[src/rtl/alu_pipe_if.sv]
`default_nettype none
// +--------------------------------------------------------------------+
// | Module : alu_pipe_if                                               |
// | Brief  : Request/result handshake bundle for alu_pipe.             |
// |          The ALU sits on the slave side, its client on the master  |
// |          side.                                                     |
// | Rev    : 1.0 - initial release                                     |
// +--------------------------------------------------------------------+
interface alu_pipe_if #(
  parameter int NB_DATA   = 8,
  parameter int NB_OPCODE = 6,
  parameter int NB_CNT    = 16
);
  // Request side
  logic                 i_valid;
  logic                 o_ready;
  logic [NB_DATA-1:0]   i_op_1;
  logic [NB_DATA-1:0]   i_op_2;
  logic [NB_OPCODE-1:0] i_opcode;
  // Result side
  logic                 o_valid;
  logic                 i_ready;
  logic [NB_DATA-1:0]   o_result;
  logic [3:0]           o_flags;
  // Status
  logic                 o_illegal;
  logic [NB_CNT-1:0]    o_op_count;

  modport master (
    output i_valid, i_op_1, i_op_2, i_opcode, i_ready,
    input  o_ready, o_valid, o_result, o_flags, o_illegal, o_op_count
  );

  modport slave (
    input  i_valid, i_op_1, i_op_2, i_opcode, i_ready,
    output o_ready, o_valid, o_result, o_flags, o_illegal, o_op_count
  );
endinterface
`default_nettype wire

[src/rtl/alu_pipe.sv]
`default_nettype none
// +--------------------------------------------------------------------+
// | Module : alu_pipe                                                  |
// | Brief  : Single-stage registered ALU with valid/ready handshake,   |
// |          arithmetic flags, sticky illegal-opcode flag and an       |
// |          accepted-operation counter.                               |
// | Rev    : 1.0 - initial release                                     |
// +--------------------------------------------------------------------+
module alu_pipe #(
  parameter int NB_DATA   = 8,
  parameter int NB_OPCODE = 6,
  parameter int NB_CNT    = 16
) (
  input  logic       i_clk,
  input  logic       i_reset,
  alu_pipe_if.slave  bus
);

  localparam int c_MSB = NB_DATA - 1;

  localparam logic [NB_OPCODE-1:0] c_OP_ADD = NB_OPCODE'(6'b100000);
  localparam logic [NB_OPCODE-1:0] c_OP_SUB = NB_OPCODE'(6'b100010);
  localparam logic [NB_OPCODE-1:0] c_OP_AND = NB_OPCODE'(6'b100100);
  localparam logic [NB_OPCODE-1:0] c_OP_OR  = NB_OPCODE'(6'b100101);
  localparam logic [NB_OPCODE-1:0] c_OP_XOR = NB_OPCODE'(6'b100110);
  localparam logic [NB_OPCODE-1:0] c_OP_NOR = NB_OPCODE'(6'b100111);
  localparam logic [NB_OPCODE-1:0] c_OP_SRL = NB_OPCODE'(6'b000010);
  localparam logic [NB_OPCODE-1:0] c_OP_SRA = NB_OPCODE'(6'b000011);

  // Shift amounts at or beyond the operand width saturate to fill bits.
  localparam logic [NB_DATA-1:0] c_SHIFT_LIMIT = NB_DATA'(NB_DATA);

  logic               r_valid;
  logic [NB_DATA-1:0] r_result;
  logic [3:0]         r_flags;
  logic               r_illegal;
  logic [NB_CNT-1:0]  r_count;

  logic               w_ready;
  logic               w_accept;
  logic [NB_DATA-1:0] w_a;
  logic [NB_DATA-1:0] w_b;
  logic [NB_DATA:0]   w_sum;
  logic [NB_DATA:0]   w_diff;
  logic               w_shift_big;
  logic [NB_DATA-1:0] w_result;
  logic               w_carry;
  logic               w_overflow;
  logic               w_illegal;
  logic [3:0]         w_flags;

  // A slot is free when the output is empty or is being drained this cycle.
  assign w_ready  = !r_valid || bus.i_ready;
  assign w_accept = bus.i_valid && w_ready;

  assign w_a         = bus.i_op_1;
  assign w_b         = bus.i_op_2;
  assign w_sum       = {1'b0, w_a} + {1'b0, w_b};
  // The extra top bit of the unsigned difference is the borrow (a < b).
  assign w_diff      = {1'b0, w_a} - {1'b0, w_b};
  assign w_shift_big = (w_b >= c_SHIFT_LIMIT);

  // Opcode decode and result/flag computation for the incoming request.
  always_comb begin
    w_result   = '0;
    w_carry    = 1'b0;
    w_overflow = 1'b0;
    w_illegal  = 1'b0;
    w_flags    = 4'b0000;
    case (bus.i_opcode)
      c_OP_ADD: begin
        w_result   = w_sum[NB_DATA-1:0];
        w_carry    = w_sum[NB_DATA];
        w_overflow = (w_a[c_MSB] == w_b[c_MSB]) && (w_result[c_MSB] != w_a[c_MSB]);
      end
      c_OP_SUB: begin
        w_result   = w_diff[NB_DATA-1:0];
        w_carry    = w_diff[NB_DATA];
        w_overflow = (w_a[c_MSB] != w_b[c_MSB]) && (w_result[c_MSB] != w_a[c_MSB]);
      end
      c_OP_AND: w_result = w_a & w_b;
      c_OP_OR:  w_result = w_a | w_b;
      c_OP_XOR: w_result = w_a ^ w_b;
      c_OP_NOR: w_result = ~(w_a | w_b);
      c_OP_SRL: w_result = w_shift_big ? '0 : (w_a >> w_b);
      c_OP_SRA: w_result = w_shift_big ? {NB_DATA{w_a[c_MSB]}}
                                       : NB_DATA'($signed(w_a) >>> w_b);
      default:  w_illegal = 1'b1;
    endcase
    if (w_illegal) begin
      w_flags = 4'b0001;
    end else begin
      w_flags = {w_carry, w_overflow, w_result[c_MSB], (w_result == '0)};
    end
  end

  // Output register: load on accept, drop valid on a drain with no refill.
  always_ff @(posedge i_clk) begin
    if (i_reset) begin
      r_valid   <= 1'b0;
      r_result  <= '0;
      r_flags   <= 4'b0000;
      r_illegal <= 1'b0;
      r_count   <= '0;
    end else if (w_accept) begin
      r_valid   <= 1'b1;
      r_result  <= w_result;
      r_flags   <= w_flags;
      r_illegal <= r_illegal | w_illegal;
      r_count   <= r_count + NB_CNT'(1);
    end else if (bus.i_ready) begin
      r_valid   <= 1'b0;
    end
  end

  assign bus.o_ready    = w_ready;
  assign bus.o_valid    = r_valid;
  assign bus.o_result   = r_result;
  assign bus.o_flags    = r_flags;
  assign bus.o_illegal  = r_illegal;
  assign bus.o_op_count = r_count;

endmodule
`default_nettype wire

[src/flat_wrapper.sv]
// flat-port wrapper written by rule: the top's interface ports become plain ports
module alu_pipe_flat 
#(
  parameter int NB_DATA   = 8,
  parameter int NB_OPCODE = 6,
  parameter int NB_CNT    = 16
)
  (i_clk, i_reset, bus_i_valid, bus_i_op_1, bus_i_op_2, bus_i_opcode, bus_i_ready, bus_o_ready, bus_o_valid, bus_o_result, bus_o_flags, bus_o_illegal, bus_o_op_count);
  alu_pipe_if #(.NB_DATA(NB_DATA), .NB_OPCODE(NB_OPCODE), .NB_CNT(NB_CNT)) bus_i ();
  input  logic i_clk;
  input  logic i_reset;
  input wire logic [$bits(bus_i.i_valid)-1:0] bus_i_valid;
  input wire logic [$bits(bus_i.i_op_1)-1:0] bus_i_op_1;
  input wire logic [$bits(bus_i.i_op_2)-1:0] bus_i_op_2;
  input wire logic [$bits(bus_i.i_opcode)-1:0] bus_i_opcode;
  input wire logic [$bits(bus_i.i_ready)-1:0] bus_i_ready;
  output wire logic [$bits(bus_i.o_ready)-1:0] bus_o_ready;
  output wire logic [$bits(bus_i.o_valid)-1:0] bus_o_valid;
  output wire logic [$bits(bus_i.o_result)-1:0] bus_o_result;
  output wire logic [$bits(bus_i.o_flags)-1:0] bus_o_flags;
  output wire logic [$bits(bus_i.o_illegal)-1:0] bus_o_illegal;
  output wire logic [$bits(bus_i.o_op_count)-1:0] bus_o_op_count;
  assign bus_i.i_valid = bus_i_valid;
  assign bus_i.i_op_1 = bus_i_op_1;
  assign bus_i.i_op_2 = bus_i_op_2;
  assign bus_i.i_opcode = bus_i_opcode;
  assign bus_i.i_ready = bus_i_ready;
  assign bus_o_ready = bus_i.o_ready;
  assign bus_o_valid = bus_i.o_valid;
  assign bus_o_result = bus_i.o_result;
  assign bus_o_flags = bus_i.o_flags;
  assign bus_o_illegal = bus_i.o_illegal;
  assign bus_o_op_count = bus_i.o_op_count;
  alu_pipe #(.NB_DATA(NB_DATA), .NB_OPCODE(NB_OPCODE), .NB_CNT(NB_CNT)) u_core (.i_clk(i_clk), .i_reset(i_reset), .bus(bus_i));
endmodule
[config.mk]
export PLATFORM = sky130hd
export DESIGN_NAME = alu_pipe_flat
export DESIGN_NICKNAME = d
export VERILOG_FILES = /design/src/rtl/alu_pipe_if.sv /design/src/rtl/alu_pipe.sv /design/src/flat_wrapper.sv
export SDC_FILE = /design/constraint.sdc
export NUM_CORES = 1
export LEC_CHECK = 0
export CELL_PAD_IN_SITES_DETAIL_PLACEMENT = 1
export CELL_PAD_IN_SITES_GLOBAL_PLACEMENT = 2
export CORE_ASPECT_RATIO = 1.4
export CORE_UTILIZATION = 30
export DETAILED_ROUTE_END_ITERATION = 16
export MAX_ROUTING_LAYER = met4
export PLACE_DENSITY = 0.91
export SETUP_SLACK_MARGIN = 0.05
export SLEW_MARGIN = 5
export SYNTH_ARGS = -nofsm -noshare
export SYNTH_HDL_FRONTEND = slang
export SYNTH_SLANG_ARGS = --single-unit
[constraint.sdc]
create_clock -name i_clk -period 4 [get_ports i_clk]
set_clock_uncertainty 0.2 [all_clocks]
set_input_delay 0.8 -clock i_clk [delete_from_list [all_inputs] [get_ports i_clk]]
set_output_delay 0.8 -clock i_clk [all_outputs]
set_load 0.01 [all_outputs]
After elaboration in Yosys (flattened, before gate mapping)
Index checks and enable logic that the tools add are counted.

word-level totals
  bits of input ports = 26
  logic and storage cells = 45
  output and inout port bits = 31
  register bits after elaboration = 30

operators by class
  reductions and logical operators = 8
  muxes and demuxes = 9
  shift operators = 2
  $add $sub $neg = 3
  bitwise logic cells = 5
  $lt $le $gt $ge = 1
  equality and inequality tests = 12

operators by type and width
  operator                                              count
  one-hot mux 8 bit (8 select lines)                    1
  equality test 6 bit (second input constant)           6
  adder 16 x 1 -> 16 bit (second input constant)        1
  2-to-1 mux 8 bit                                      2
  equality test 6 x 2 -> 1 bit (second input constant)  2
  adder 8 x 8 -> 9 bit                                  1
  subtractor 8 x 8 -> 9 bit                             1
  AND 8 bit                                             1
  >= comparator 8 x 4 -> 1 bit (second input constant)  1
  zero test 8 bit                                       1
  inverter 8 bit                                        1
  bitwise OR 8 bit                                      1
  OR reduction 8 bit                                    1
  >> shifter 8 x 8 -> 8 bit                             1
  >>> shifter 8 x 8 -> 8 bit                            1
  XOR 8 bit                                             1
  2-to-1 mux 4 bit                                      1
  one-hot mux 1 bit (2 select lines)                    2
  logical AND 1 bit                                     3
  2-to-1 mux 1 bit                                      3
  != test 1 bit                                         3
  nonzero test 2 bit                                    1
  equality test 1 bit                                   1
  zero test 1 bit                                       1
  other kinds (2)                                       2

Depth between registers and ports, before layout
  depth in word-level cells = 5
  depth in mapped cells = 10
  mapped depth without buffers = 10

Worst setup path after synthesis
Ideal clock, no wire load.

  path type = in2reg
  start = in bus_i_op_2[2]
  end = reg u_core.r_flags[0] (netlist: u_core.bus.o_flags[0])
  buffers on the path = 1
  setup time = 0.060 ns
  data required time = 3.740 ns
  arrival = 3.030 ns
  stages on the path = 10
  slack = 0.710 ns
  cells stage by stage = inv_1 -> clkbuf_1 -> ha_1 -> and3_1 -> a22o_1 -> o41ai_1 -> mux2i_1 -> xnor2_1 -> a221oi_1 -> a41o_1

between the ends
  cells in the longest elaborated chain, start to end = 5
  elaborated cells between the ends (all ways) = 14
  those cells by class = add/sub (2); order compare (1); shift (2); mux (4); bitwise (4); reduce/logical (1)

RTL lines
  element                                               line                RTL
  start: declaration                                    flat_wrapper.sv:14  input wire logic [$bits(bus_i.i_op_2)-1:0] bus_i_op_2;
  >= comparator 8 x 4 -> 1 bit (tied with other cells)  alu_pipe.sv:61      assign w_shift_big = (w_b >= c_SHIFT_LIMIT);
  2-to-1 mux 8 bit (tied with other cells)              alu_pipe.sv:86      c_OP_SRA: w_result = w_shift_big ? {NB_DATA{w_a[c_MSB]}}
  one-hot mux 8 bit (8 select lines) (*)                alu_pipe.sv:70      case (bus.i_opcode)
  zero test 8 bit (*)                                   alu_pipe.sv:93      w_flags = {w_carry, w_overflow, w_result[c_MSB], (w_result == '0)};
  2-to-1 mux 4 bit (*)                                  alu_pipe.sv:90      if (w_illegal) begin
  end signal: assignment                                alu_pipe.sv:108     r_flags <= w_flags;
  end: declaration                                      alu_pipe.sv:35      logic [3:0] r_flags;

Mark *: on every way between the ends. The rest lies on a longest branch, timed or not.
A chain may end at the register's enable or synchronous reset.

Worst setup path after layout
  start = in bus_i_op_1[3]
  end = reg u_core.r_flags[0] (netlist: u_core.bus.o_flags[0])

between the ends
  cells in the longest elaborated chain, start to end = 5
  elaborated cells between the ends (all ways) = 13
  those cells by class = add/sub (2); shift (2); mux (4); bitwise (4); reduce/logical (1)

RTL lines
  element                                                                            line                RTL
  start: declaration                                                                 flat_wrapper.sv:13  input wire logic [$bits(bus_i.i_op_1)-1:0] bus_i_op_1;
  parallel branches: the longest is 2 deep, another holds subtractor 8 x 8 -> 9 bit  --
  one-hot mux 8 bit (8 select lines) (*)                                             alu_pipe.sv:70
  zero test 8 bit (*)                                                                alu_pipe.sv:93
  2-to-1 mux 4 bit (*)                                                               alu_pipe.sv:90

Mark *: on every way between the ends.

==> flow_results.org <==
** Floorplan
- Area of the core :: 9459 µm²
- The floorplan has 42 rows.
- Die Span X :: 85.44 µm
- For this configuration, the core starts out at a cell density of 30.91%.
- Full die area :: around 10000 µm²
- For this design the top-level I/O count stands at 57.
- Chip height :: 118.8 µm

** Logic synthesis
- In this run, synthesis produced a sequential element count of 29.
- Async set or reset register ratio after synthesis :: 0%
- Post-synth EDFFs :: 0
- The top cell type by area accounts for 19.85% of the synthesized area.
- During synthesis, Yosys emitted a total of 0 warnings.
- Post-synthesis instance area :: 2924 µm²
- In this run the mean area of a mapped cell was approximately 7.7 µm².
- When the netlist entered floorplanning its net count stood at between 400 and 500.
- Library cell occupying the most area in the post-synthesis netlist :: sky130_fd_sc_hd__dfxtp_1
- The number of different library cells used by synthesis comes to 63.
- Primary flip-flop cell chosen by synthesis mapping :: sky130_fd_sc_hd__dfxtp_1
- Cell types occupying the most area after synthesis :: sky130_fd_sc_hd__dfxtp_1 20%, sky130_fd_sc_hd__ha_1 11%, sky130_fd_sc_hd__nor2_1 4.9%
- Synthesis produced a netlist whose cell count is between 300 and 400.
- Sequential cell area fraction in the yosys report :: 19.85%

** Setup path
- In this run the register-to-register setup slack is 1.88 ns.
- Arr. time, crit path :: between 3 and 4 ns
- Traced cell by cell, the critical path runs through clkdlybuf4s50_1, inv_1, ha_1, and3_1, a22o_1, o41ai_1, mux2i_1, xnor2_1, a221oi_1, a41o_1.
- The number of buffers and inverters on the critical path is 2.
- Count of cells along the worst register-to-register path :: 6
- Along the worst path, the maximum fanout reaches 6.
- Category of the critical setup timing path :: in -> reg
- Worst path slowest cell :: sky130_fd_sc_hd__clkdlybuf4s50_1
- Dominant delay contributor by cell family on the critical path :: compound AO/OA/AOI/OAI gates
- STA puts the critical path data required time at 4.01 ns.
- Critical Path Stages :: 10
- Kind of end point of the critical path :: register
- Critical Path Start Type :: input pin
- Largest stage delay on the critical path :: ~0.56 ns

** CTS
- Clock tree from TritonCTS :: built
- For this design, the CTS-stage hold fixing added 0 buffers.
- After clock tree synthesis, the clock-pin slew on the worst setup and hold paths is 0.05 ns.
- The number of gates resized after CTS was 0.
- Total setup buffers inserted after CTS :: 0
- Number of CTS-inserted buffers :: 5
- Counting every sink on the clock net gives 29.
- The clock reaches the later pin of the worst-skew pair after 0.27 ns.
- The tree is rooted in a sky130_fd_sc_hd__clkbuf_16.
- H-Tree Depth :: 2
- Max Buffers Root-to-Sink :: 2

** Timing
- Setup total negative slack on the finished layout was measured at 0 ns.
- Final setup vio count :: 0
- Final critical path time including I/O delays and setup :: 3.580 ns
- Slew of the pin with the lowest slew margin :: 0.5993 ns
- Derived from the worst setup path, the maximum achievable clock frequency is 279.4 MHz.
- After layout, the worst path uses 89.49% of the clock period.
- The final count of hold timing violations was 0.
- Measured against its own limit, the worst slew margin works out to between 50% and 60%.
- Setup repair after global routing missed its margin :: false
- Number of max-slew violations in the final report :: 0
- After layout, the worst setup slack is 0.4204 ns.

** Global routing
- Largest net degree at the start of global routing :: 22
- The number of global-route vias before repair came to 3263.
- Wire length of the first global-routing pass :: 16510 µm
- Residual overflow from global routing :: 0
- The initial antenna violation count was 0.
- For this run, the total global-route usage over all layers was measured as 21.30%.

** Cells and area
- Number of fill cells :: 1175
- Most common cell after layout, fill and taps aside :: sky130_fd_sc_hd__clkdlybuf4s50_1
- Share of post-route cells with drive strength above 1 :: 8.145%
- At the end of the flow, the number of nets in the layout was 495.
- Number of diodes :: 0
- Highest-count cells in the layout ignoring fill and taps :: 56 x sky130_fd_sc_hd__clkdlybuf4s50_1, 38 x sky130_fd_sc_hd__nor2_1, 29 x sky130_fd_sc_hd__dfxtp_1, 28 x sky130_fd_sc_hd__inv_1, 27 x sky130_fd_sc_hd__nand2_1
- Final design instance area without fill :: 3806 µm²
- The sequential cells in the finished layout cover a total of 580.6 µm².
- Compared with the post-synthesis result, the final layout area differs by 30.17%.
- Combined area of the multi-input logic cells :: 2132 µm²

** Hold path
- Type of the tightest min-delay check :: reg -> reg
- Number of instances on the worst hold path :: 2

** Run status
- The flow ran to the end, but the final reports show violations.
- The final reports fail on DRC.

** Placement
- Detailed placement ended at an HPWL of about 8400 µm.
- Routability-driven placement finished with a final weighted congestion of 0.9565.
- Post-placement setup slack :: ~0.16 ns
- Instance area at placement :: 3670 µm²
- Count of buffers from port buffering :: 56

** Pwr
- VDD sags by at most ~0.14 mV.
- Total Power Consumption :: 0.9570 mW
- Power spread over the standard cell area amounts to 251.4 nW/µm².
- Static leakage power :: 1.520 nW

** Routing
- For this run, design rule violations remaining after detail routing come to 1.
- Total wirelength of the detailed-routed design :: 10150 µm
- Dividing the detail-routed wire length by the instance count gives about 18 µm.
- Detail Route Antenna Nets :: 0
- Count of vias placed by the detailed router :: 3113
- Number of search-and-repair iterations in the first detailed-routing pass :: 10
- Initial detailed-routing violation count :: 121
- Average vias per placed instance :: approximately 5.6

** Job
- Max-cap violations in this run came to 0.
Yosys cell counts (4+ instances only):
master                      n
sky130_fd_sc_hd__a211oi_1  17
sky130_fd_sc_hd__a21oi_1   25
sky130_fd_sc_hd__a311oi_1   4
sky130_fd_sc_hd__a31oi_1    8
sky130_fd_sc_hd__and3_1     4
sky130_fd_sc_hd__buf_2      7
sky130_fd_sc_hd__clkbuf_1  13
sky130_fd_sc_hd__dfxtp_1   29
sky130_fd_sc_hd__ha_1      26
sky130_fd_sc_hd__inv_1     28
sky130_fd_sc_hd__mux2i_1    5
sky130_fd_sc_hd__nand2_1   27
sky130_fd_sc_hd__nand2b_1   4
sky130_fd_sc_hd__nand3_1   11
sky130_fd_sc_hd__nor2_1    38
sky130_fd_sc_hd__nor2b_1    6
sky130_fd_sc_hd__nor3_1    11
sky130_fd_sc_hd__o211ai_1   4
sky130_fd_sc_hd__o21ai_0   15
sky130_fd_sc_hd__o21bai_1   4
sky130_fd_sc_hd__o22ai_1    4
sky130_fd_sc_hd__xnor2_1   14
sky130_fd_sc_hd__xor2_1    15
cells by family (layout without fill, tap and decap cells):
group	after synthesis	after routing	share of synthesized area, %
AOI/OAI and AO/OA	110	110	25.84
and+or+nand+nor	124	124	21.48
xor gates and xnor gates	29	29	8.687
buffers and inverters	52	113	7.231
muxes	9	9	4.407
DFF	29	29	19.85
adders and majority gates	28	28	12.49
through the flow:
stage / instances / hold slack, ns / util (%)
2_1_floorplan: 381 / 0.2805 / -
3_3_place_gp: 544 / 0.2476 / 38.80
3_5_place_dp: 544 / 0.2584 / 38.80
4_1_cts: 552 / 0.2717 / 40.24
5_1_grt: 552 / 0.2993 / 40.24
6_report: 552 / 0.2659 / 40.24
final timing paths:
kind / to / start
min: u_core.bus.o_flags[2] / u_core.bus.o_flags[2]
min reg2reg: u_core.bus.o_flags[2] / u_core.bus.o_flags[2]
max reg2reg: u_core.bus.o_op_count[15] / u_core.bus.o_op_count[3]
max: u_core.bus.o_flags[0] / bus_i_op_1[3]
power by group:
group	internal, mW	switching (mW)
registers	0.300	0.00734
logic	0.136	0.166
clock network	0.230	0.117
total	0.666	0.291
sequential cells by signal, summed over array words and instances (netlist names):
signal	count
u_core.bus.o_flags	3
u_core.bus.o_valid	1
u_core.bus.o_op_count	16
u_core.bus.o_illegal	1
u_core.bus.o_result	8
worst reg2reg max path: stages (launching register included):
cell and delay (ns):
sky130_fd_sc_hd__dfxtp_1 0.43, sky130_fd_sc_hd__and4_1 0.26, sky130_fd_sc_hd__and3_1 0.26, sky130_fd_sc_hd__and4_1 0.30, sky130_fd_sc_hd__nand3_1 0.11, sky130_fd_sc_hd__or3_1 0.35, sky130_fd_sc_hd__a21oi_1 0.14
metal layers:
layer | up-vias | global-route usage [%] | part of all wire [%]
met5 | - | - | 0
met4 | 0 | 11.46 | 5.3
met3 | 28 | 2.010 | 3.1
met2 | 95 | 39.45 | 53
met1 | 1499 | 21.71 | 38
li1 | 1491 | - | -
final cells by class:
class	count	area share, %
Clock buffer	8	3.583
Inverter	29	2.860
Multi-Input combinational cell	300	56.02
Sequential cell	29	15.25
Tap cell	110	3.616
Timing Repair Buffer	76	18.67
(Power assumes the default switching activity.)
